File: src/rtl/ling_knowles_sub_if.sv
// Handshake and operand/result bundle for the pipelined Ling/Knowles subtractor.
// The producer/consumer side uses master; the subtractor uses slave.
interface ling_knowles_sub_if #(
    parameter int unsigned WIDTH = 12
);
    logic             in_valid;
    logic             in_ready;
    logic [WIDTH-1:0] a;
    logic [WIDTH-1:0] b;
    logic             bin;
    logic             out_valid;
    logic             out_ready;
    logic [WIDTH-1:0] diff;
    logic             bout;
    logic             zero;
    logic             ovf;

    modport master (
        output in_valid, a, b, bin, out_ready,
        input  in_ready, out_valid, diff, bout, zero, ovf
    );

    modport slave (
        input  in_valid, a, b, bin, out_ready,
        output in_ready, out_valid, diff, bout, zero, ovf
    );
endinterface

File: src/rtl/ling_knowles_sub_pipe.sv
// Three-stage pipelined subtractor a - b - bin built on a Ling-form Knowles prefix tree.
// Prefix spans 1/2/4/8 cover at most 16 positions, so WIDTH must not exceed 15.
module ling_knowles_sub_pipe #(
    parameter int unsigned WIDTH = 12
) (
    input logic              clk,
    input logic              rst,
    ling_knowles_sub_if.slave bus
);
    localparam int unsigned N = WIDTH + 1;  // bit 0 carries cin

    // Stage valids and load enables
    logic v1_q, v2_q, v3_q;
    logic ld1, ld2, ld3;

    assign ld3 = ~v3_q | bus.out_ready;
    assign ld2 = ~v2_q | ld3;
    assign ld1 = ~v1_q | ld2;

    assign bus.in_ready = ld1 & ~rst;

    // Stage 1: pre-computation of propagate/generate, cin folded in as bit 0
    logic [N-1:0] p_in, g_in;
    logic [N-1:0] p1_q, g1_q;
    logic         am1_q, bm1_q;

    assign p_in = {bus.a | ~bus.b, 1'b1};
    assign g_in = {bus.a & ~bus.b, ~bus.bin};

    always_ff @(posedge clk or posedge rst) begin
        if (rst) begin
            v1_q  <= 1'b0;
            p1_q  <= '0;
            g1_q  <= '0;
            am1_q <= 1'b0;
            bm1_q <= 1'b0;
        end else if (ld1) begin
            v1_q <= bus.in_valid;
            if (bus.in_valid) begin
                p1_q  <= p_in;
                g1_q  <= g_in;
                am1_q <= bus.a[WIDTH-1];
                bm1_q <= bus.b[WIDTH-1];
            end
        end
    end

    // Stage 2: reduced span-1 Ling cells, then span-2 cells
    logic [N-1:0]     h1, i1, h2, i2;
    logic [WIDTH-1:0] t1;
    logic [N-1:0]     h2_q, i2_q, p2_q;
    logic [WIDTH-1:0] t2_q;
    logic             am2_q, bm2_q;

    assign h1 = g1_q | (g1_q << 1);
    assign i1 = (p1_q << 1) & (p1_q << 2);
    assign h2 = h1 | (i1 & (h1 << 2));
    assign i2 = i1 & (i1 << 2);
    // Half-sum a ^ ~b recovered from p and g
    assign t1 = p1_q[N-1:1] & ~g1_q[N-1:1];

    always_ff @(posedge clk or posedge rst) begin
        if (rst) begin
            v2_q  <= 1'b0;
            h2_q  <= '0;
            i2_q  <= '0;
            p2_q  <= '0;
            t2_q  <= '0;
            am2_q <= 1'b0;
            bm2_q <= 1'b0;
        end else if (ld2) begin
            v2_q <= v1_q;
            if (v1_q) begin
                h2_q  <= h2;
                i2_q  <= i2;
                p2_q  <= p1_q;
                t2_q  <= t1;
                am2_q <= am1_q;
                bm2_q <= bm1_q;
            end
        end
    end

    // Stage 3: span-4 and span-8 cells, carry recovery and result flags
    logic [N-1:0]     h4, i4, h8, c;
    logic [WIDTH-1:0] diff_d;
    logic             bout_d, zero_d, ovf_d;
    logic [WIDTH-1:0] diff_q;
    logic             bout_q, zero_q, ovf_q;

    assign h4 = h2_q | (i2_q & (h2_q << 4));
    assign i4 = i2_q & (i2_q << 4);
    assign h8 = h4 | (i4 & (h4 << 8));
    // Real carry out of position k is p[k] & H[k:0]
    assign c  = p2_q & h8;

    assign diff_d = t2_q ^ c[WIDTH-1:0];
    assign bout_d = ~c[WIDTH];
    assign zero_d = (diff_d == '0);
    assign ovf_d  = (am2_q != bm2_q) & (diff_d[WIDTH-1] != am2_q);

    always_ff @(posedge clk or posedge rst) begin
        if (rst) begin
            v3_q   <= 1'b0;
            diff_q <= '0;
            bout_q <= 1'b0;
            zero_q <= 1'b0;
            ovf_q  <= 1'b0;
        end else if (ld3) begin
            v3_q <= v2_q;
            if (v2_q) begin
                diff_q <= diff_d;
                bout_q <= bout_d;
                zero_q <= zero_d;
                ovf_q  <= ovf_d;
            end
        end
    end

    assign bus.out_valid = v3_q;
    assign bus.diff      = diff_q;
    assign bus.bout      = bout_q;
    assign bus.zero      = zero_q;
    assign bus.ovf       = ovf_q;
endmodule
File: src/flat_wrapper.sv
// flat-port wrapper written by rule: the top's interface ports become plain ports
module ling_knowles_sub_pipe_flat 
#(
    parameter int unsigned WIDTH = 12
)
  (clk, rst, bus_in_valid, bus_a, bus_b, bus_bin, bus_out_ready, bus_in_ready, bus_out_valid, bus_diff, bus_bout, bus_zero, bus_ovf);
  ling_knowles_sub_if #(.WIDTH(WIDTH)) bus_i ();
  input logic clk;
  input logic rst;
  input wire logic [$bits(bus_i.in_valid)-1:0] bus_in_valid;
  input wire logic [$bits(bus_i.a)-1:0] bus_a;
  input wire logic [$bits(bus_i.b)-1:0] bus_b;
  input wire logic [$bits(bus_i.bin)-1:0] bus_bin;
  input wire logic [$bits(bus_i.out_ready)-1:0] bus_out_ready;
  output wire logic [$bits(bus_i.in_ready)-1:0] bus_in_ready;
  output wire logic [$bits(bus_i.out_valid)-1:0] bus_out_valid;
  output wire logic [$bits(bus_i.diff)-1:0] bus_diff;
  output wire logic [$bits(bus_i.bout)-1:0] bus_bout;
  output wire logic [$bits(bus_i.zero)-1:0] bus_zero;
  output wire logic [$bits(bus_i.ovf)-1:0] bus_ovf;
  assign bus_i.in_valid = bus_in_valid;
  assign bus_i.a = bus_a;
  assign bus_i.b = bus_b;
  assign bus_i.bin = bus_bin;
  assign bus_i.out_ready = bus_out_ready;
  assign bus_in_ready = bus_i.in_ready;
  assign bus_out_valid = bus_i.out_valid;
  assign bus_diff = bus_i.diff;
  assign bus_bout = bus_i.bout;
  assign bus_zero = bus_i.zero;
  assign bus_ovf = bus_i.ovf;
  ling_knowles_sub_pipe #(.WIDTH(WIDTH)) u_core (.clk(clk), .rst(rst), .bus(bus_i));
endmodule
File: config.mk
export PLATFORM = sky130hd
export DESIGN_NAME = ling_knowles_sub_pipe_flat
export DESIGN_NICKNAME = d
export VERILOG_FILES = /design/src/rtl/ling_knowles_sub_if.sv /design/src/rtl/ling_knowles_sub_pipe.sv /design/src/flat_wrapper.sv
export SDC_FILE = /design/constraint.sdc
export NUM_CORES = 1
export LEC_CHECK = 0
export ABC_AREA = 1
export BUFFER_PORTS_ARGS = -buffer_cell sky130_fd_sc_hd__buf_2
export CAP_MARGIN = 10
export CORE_MARGIN = 2
export CORE_UTILIZATION = 58
export DETAILED_ROUTE_END_ITERATION = 6
export MAX_ROUTING_LAYER = met4
export PLACE_DENSITY = 0.86
export SLEW_MARGIN = 20
export SYNTH_ARGS = -nofsm -noshare
export SYNTH_HDL_FRONTEND = slang
export SYNTH_SLANG_ARGS = --single-unit
File: constraint.sdc
create_clock -name clk -period 3.1 [get_ports clk]
set_input_delay 0.31 -clock clk [delete_from_list [all_inputs] [get_ports clk]]
set_output_delay 0.31 -clock clk [all_outputs]
set_load 0.01 [all_outputs]
==> summary.md <==
| Metric | Value |
|---|---|
| Die Ht | a little under 90 um |
| R2R Setup Slk | 1.41 ns |
| Overflow after GRT | 0 |
| Yosys cell types | 29 |
| Clk Latency, worst-skew pair | 0.36 ns |
| Clock power share | 21.0% |
| Period utilization | 66.9% |
| Synth Cell Area | 4220 sq um |
| Worst setup path endpoint | bus_in_ready |
| Clock Tree Buf Depth | 2 |
| Placement Cell Area | 4500 sq um |
| Starting Density | 59.1% |
| Remaining antenna violation count after routing | 0 |
| Final core occ | 65.9% |
| TritonRoute pass-1 iters | 4 |
| Layout Nets | 556 |
| Adder-cell area share of the yosys netlist | 0% |
| DRC | 0 |
| Mapped Cells | 480 |
| GRT Overall Usage | 25.7% |
| P_sw | between 1 and 1.5 mW |
| Die width | slightly below 90 um |
| Total power | roughly 3.9 mW |
| Vias per cell | around 5.3 |
| Fin Setup TNS | 0 ns |
| CTS tree | built |
| Clock transition at path regs | 0.08 ns |
| Largest net degree at the start of global routing | 36 |
| Relative slew slack | ~63% |
| Worst clock skew | 0.00521 ns |
| Slew Limit Fails | 0 |
| CP endpoint kind | output pin |
| Power Dens Cells | 831 nW/um^2 |
| Final Setup Violations | 0 |
| Crit path launch | rst |
| Avg Inst Size Synth | around 8.8 sq um |
| Die area | 7970 sq um |
| # IOs | 46 |
| RR Endpoint | u_core.t2_q[3]$_DFFE_PP0P_ |
| Synth Register Bits | 95 |
| Worst Path Max Fanout | 33 |
| Crit path DAT | 1.76 ns |
| Leading area contributor after synthesis | dfrtp_1 |
| Fin. Hold Viols | 0 |
| WP data required | 2.79 ns |
| Comb power frac | 30.4% |
| Routed WL | 8.76 mm |
| H-tree Lvls | 3 |
| Design area | 4700 sq um |
| Internal Power | 2.46 mW |
| Std-Cell Rows | 31 |
| CP startpoint kind | input pin |
| Wire per inst | approximately 14 um |
| Top-area cell type share of the netlist area | 56.3% |
| Layout area overhead | 11.4% |
| Core Footprint | 7140 sq um |
| Clock tree root buffer cell | clkbuf_8 |
| Status | finished clean |
| First-pass GRT wire length | 14.9 mm |
| Initial antenna violation count | 0 |
| Peak supply drop | 373 uV |
| Worst Reg2Reg Path Length in Cells | 5 |
| Hold WC Path Type | input pin to flop |
| Initial DRC count | 297 |
| Synth Area in Compound Gates | 14.1% |
| Worst-margin pin slew | 0.561 ns |
| CTS resizes | 0 |
| IO Port Bufs | 45 |
| Synth Net Count | 509 |
| Vias after detailed routing | 3351 |
| CTS sink cnt | 95 |
| Pleak | 2.40 nW |
| Post-CTS setup buffer count | 0 |
| R2r startpoint | u_core.bus.out_valid$_DFFE_PP0P_ |
| Cts hold-fix bufs | 1 |
| ANT cells | 0 |
| Hpwl dp | 6.36 mm |
| Register area share after synthesis | 56.3% |
| Num CTS Buffers | 9 |
| Routability cong. | 0.890 |
| Largest family of logic cells by synthesized area | simple AND/OR/NAND/NOR gates |
| RSZ-0062 raised after global routing | no |
| Layout cells sized above 1 | 17.3% |
| Synth Area in Simple Gates | 21.2% |
| Min Tclk post-route | 2.07 ns |
| Crit path kind | input pin to output pin |
| Flop pwr share | 48.6% |
| Synth Area in XOR/XNOR | 0.415% |
| Yosys warning count | 0 |
| Multiplexer area fraction after synthesis | 0% |
| Area contributors post-synth | dfrtp_1 (56%), nand2_1 (13%), inv_1 (5.2%), o21ai_0 (3.8%), nor2_1 (2.9%) |
| Maximum clock frequency | just under 500 MHz |
| Vias in the first global route | 3171 |
| Max_cap viols | 0 |
| Switch share | 36.9% |
[through the flow]
stage               hold WS [ns]  setup WS (ns)  instances
CTS                        0.127          0.986        630
global route               0.149          0.878        630
detailed placement         0.372           1.42        614
floorplan                  0.418          0.213        480
global placement           0.364           1.55        614
finish                     0.138           1.03        630
[state kept, by name, summed over array words and instances (netlist names), 9 cells and up]
name             cells
u_core.p2_q         13
u_core.h2_q         13
u_core.i2_q          9
u_core.g1_q         13
u_core.p1_q         13
u_core.bus.diff     12
u_core.t2_q         12
[how the worst min path moves through the flow]
stage          startpoint                          endpoint  slack (ns)  cells past startpoint
2_1_floorplan   bus_b[11]       u_core.g1_q[12]$_DFFE_PP0P_        0.42                      1
3_3_place_gp          rst  u_core.bus.out_valid$_DFFE_PP0P_        0.36                      2
3_5_place_dp          rst  u_core.bus.out_valid$_DFFE_PP0P_        0.37                      2
4_1_cts           bus_bin        u_core.g1_q[0]$_DFFE_PP0P_        0.13                      2
5_1_grt           bus_bin        u_core.g1_q[0]$_DFFE_PP0P_        0.15                      2
6_report          bus_bin        u_core.g1_q[0]$_DFFE_PP0P_        0.14                      2
[synthesized netlist by cell type]
| master | n |
|---|---|
| nand2_1 | 150 |
| dfrtp_1 | 95 |
| inv_1 | 58 |
| nor2_1 | 33 |
| o21ai_0 | 32 |
| nand3_1 | 20 |
| a31oi_1 | 14 |
| o21ai_2 | 14 |
| o22ai_1 | 12 |
| nand3_2 | 7 |
| buf_2 | 6 |
| o21ai_1 | 6 |
| o31ai_1 | 5 |
| buf_4 | 4 |
| buf_6 | 4 |
| a21oi_1 | 3 |
| a311oi_1 | 2 |
| inv_2 | 2 |
| o41ai_1 | 2 |
| xor2_1 | 2 |
| a21oi_2 | 1 |
| inv_4 | 1 |
| nand2_2 | 1 |
| nand2_4 | 1 |
| nand4_1 | 1 |
| nand4_2 | 1 |
| o21a_1 | 1 |
| o21bai_1 | 1 |
| o22a_1 | 1 |
[layer usage]
metal	up-vias	track usage (%)	routed length [um]
met1	1583	36.1	4030
met5	-	-	0
met3	17	5.08	447
met4	0	10.0	221
li1	1645	-	-
met2	106	37.0	4060
[cell families after synthesis]
kind of cell,after synthesis
compound gates,94
xor+xnor,2
buf+inv,75
flops,95
simple gates,214
[power by group through the flow]
| stage | Combinational (mW) | Clock (mW) | Sequential (mW) |
|---|---|---|---|
| after floorplan | 0.851 | 0 | 1.89 |
| after global placement | 1.13 | 0 | 1.89 |
| after detailed placement | 1.18 | 0 | 1.91 |
| after CTS | 1.19 | 0.833 | 1.89 |
| after global routing | 1.37 | 0.876 | 1.95 |
| final | 1.19 | 0.821 | 1.90 |
[worst max-delay path, stage by stage]
cell,delay (ns)
dlygate4sd3_1,0.52
buf_2,0.11
clkinv_2,0.43
nand2_1,0.21
inv_1,0.06
buf_2,0.13
[cell usage in the layout (no fill, tap or decap), types with 2 or more instances in the layout]
cell | Yosys | routed
nand2_1 | 150 | 150
dfrtp_1 | 95 | 95
inv_1 | 58 | 57
buf_2 | 6 | 45
nor2_1 | 33 | 33
o21ai_0 | 32 | 32
nand3_1 | 20 | 20
o21ai_2 | 14 | 14
a31oi_1 | 14 | 14
o22ai_1 | 12 | 12
clkbuf_8 | 0 | 11
nand3_2 | 7 | 7
o21ai_1 | 6 | 6
o31ai_1 | 5 | 5
buf_4 | 4 | 4
a21oi_1 | 3 | 3
xor2_1 | 2 | 2
inv_2 | 2 | 2
o41ai_1 | 2 | 2
a311oi_1 | 2 | 2
clkinv_2 | 0 | 2
[cell type report]
class	instances	area, sq um
fillers	582	2430
flip-flops and latches	95	2380
multi-input cells	310	1510
repair buffers	50	265
inverters	61	233
clock buffers	12	155
well taps	99	124
clock inverters	3	42.5
Power figures use the tool's default switching activity.
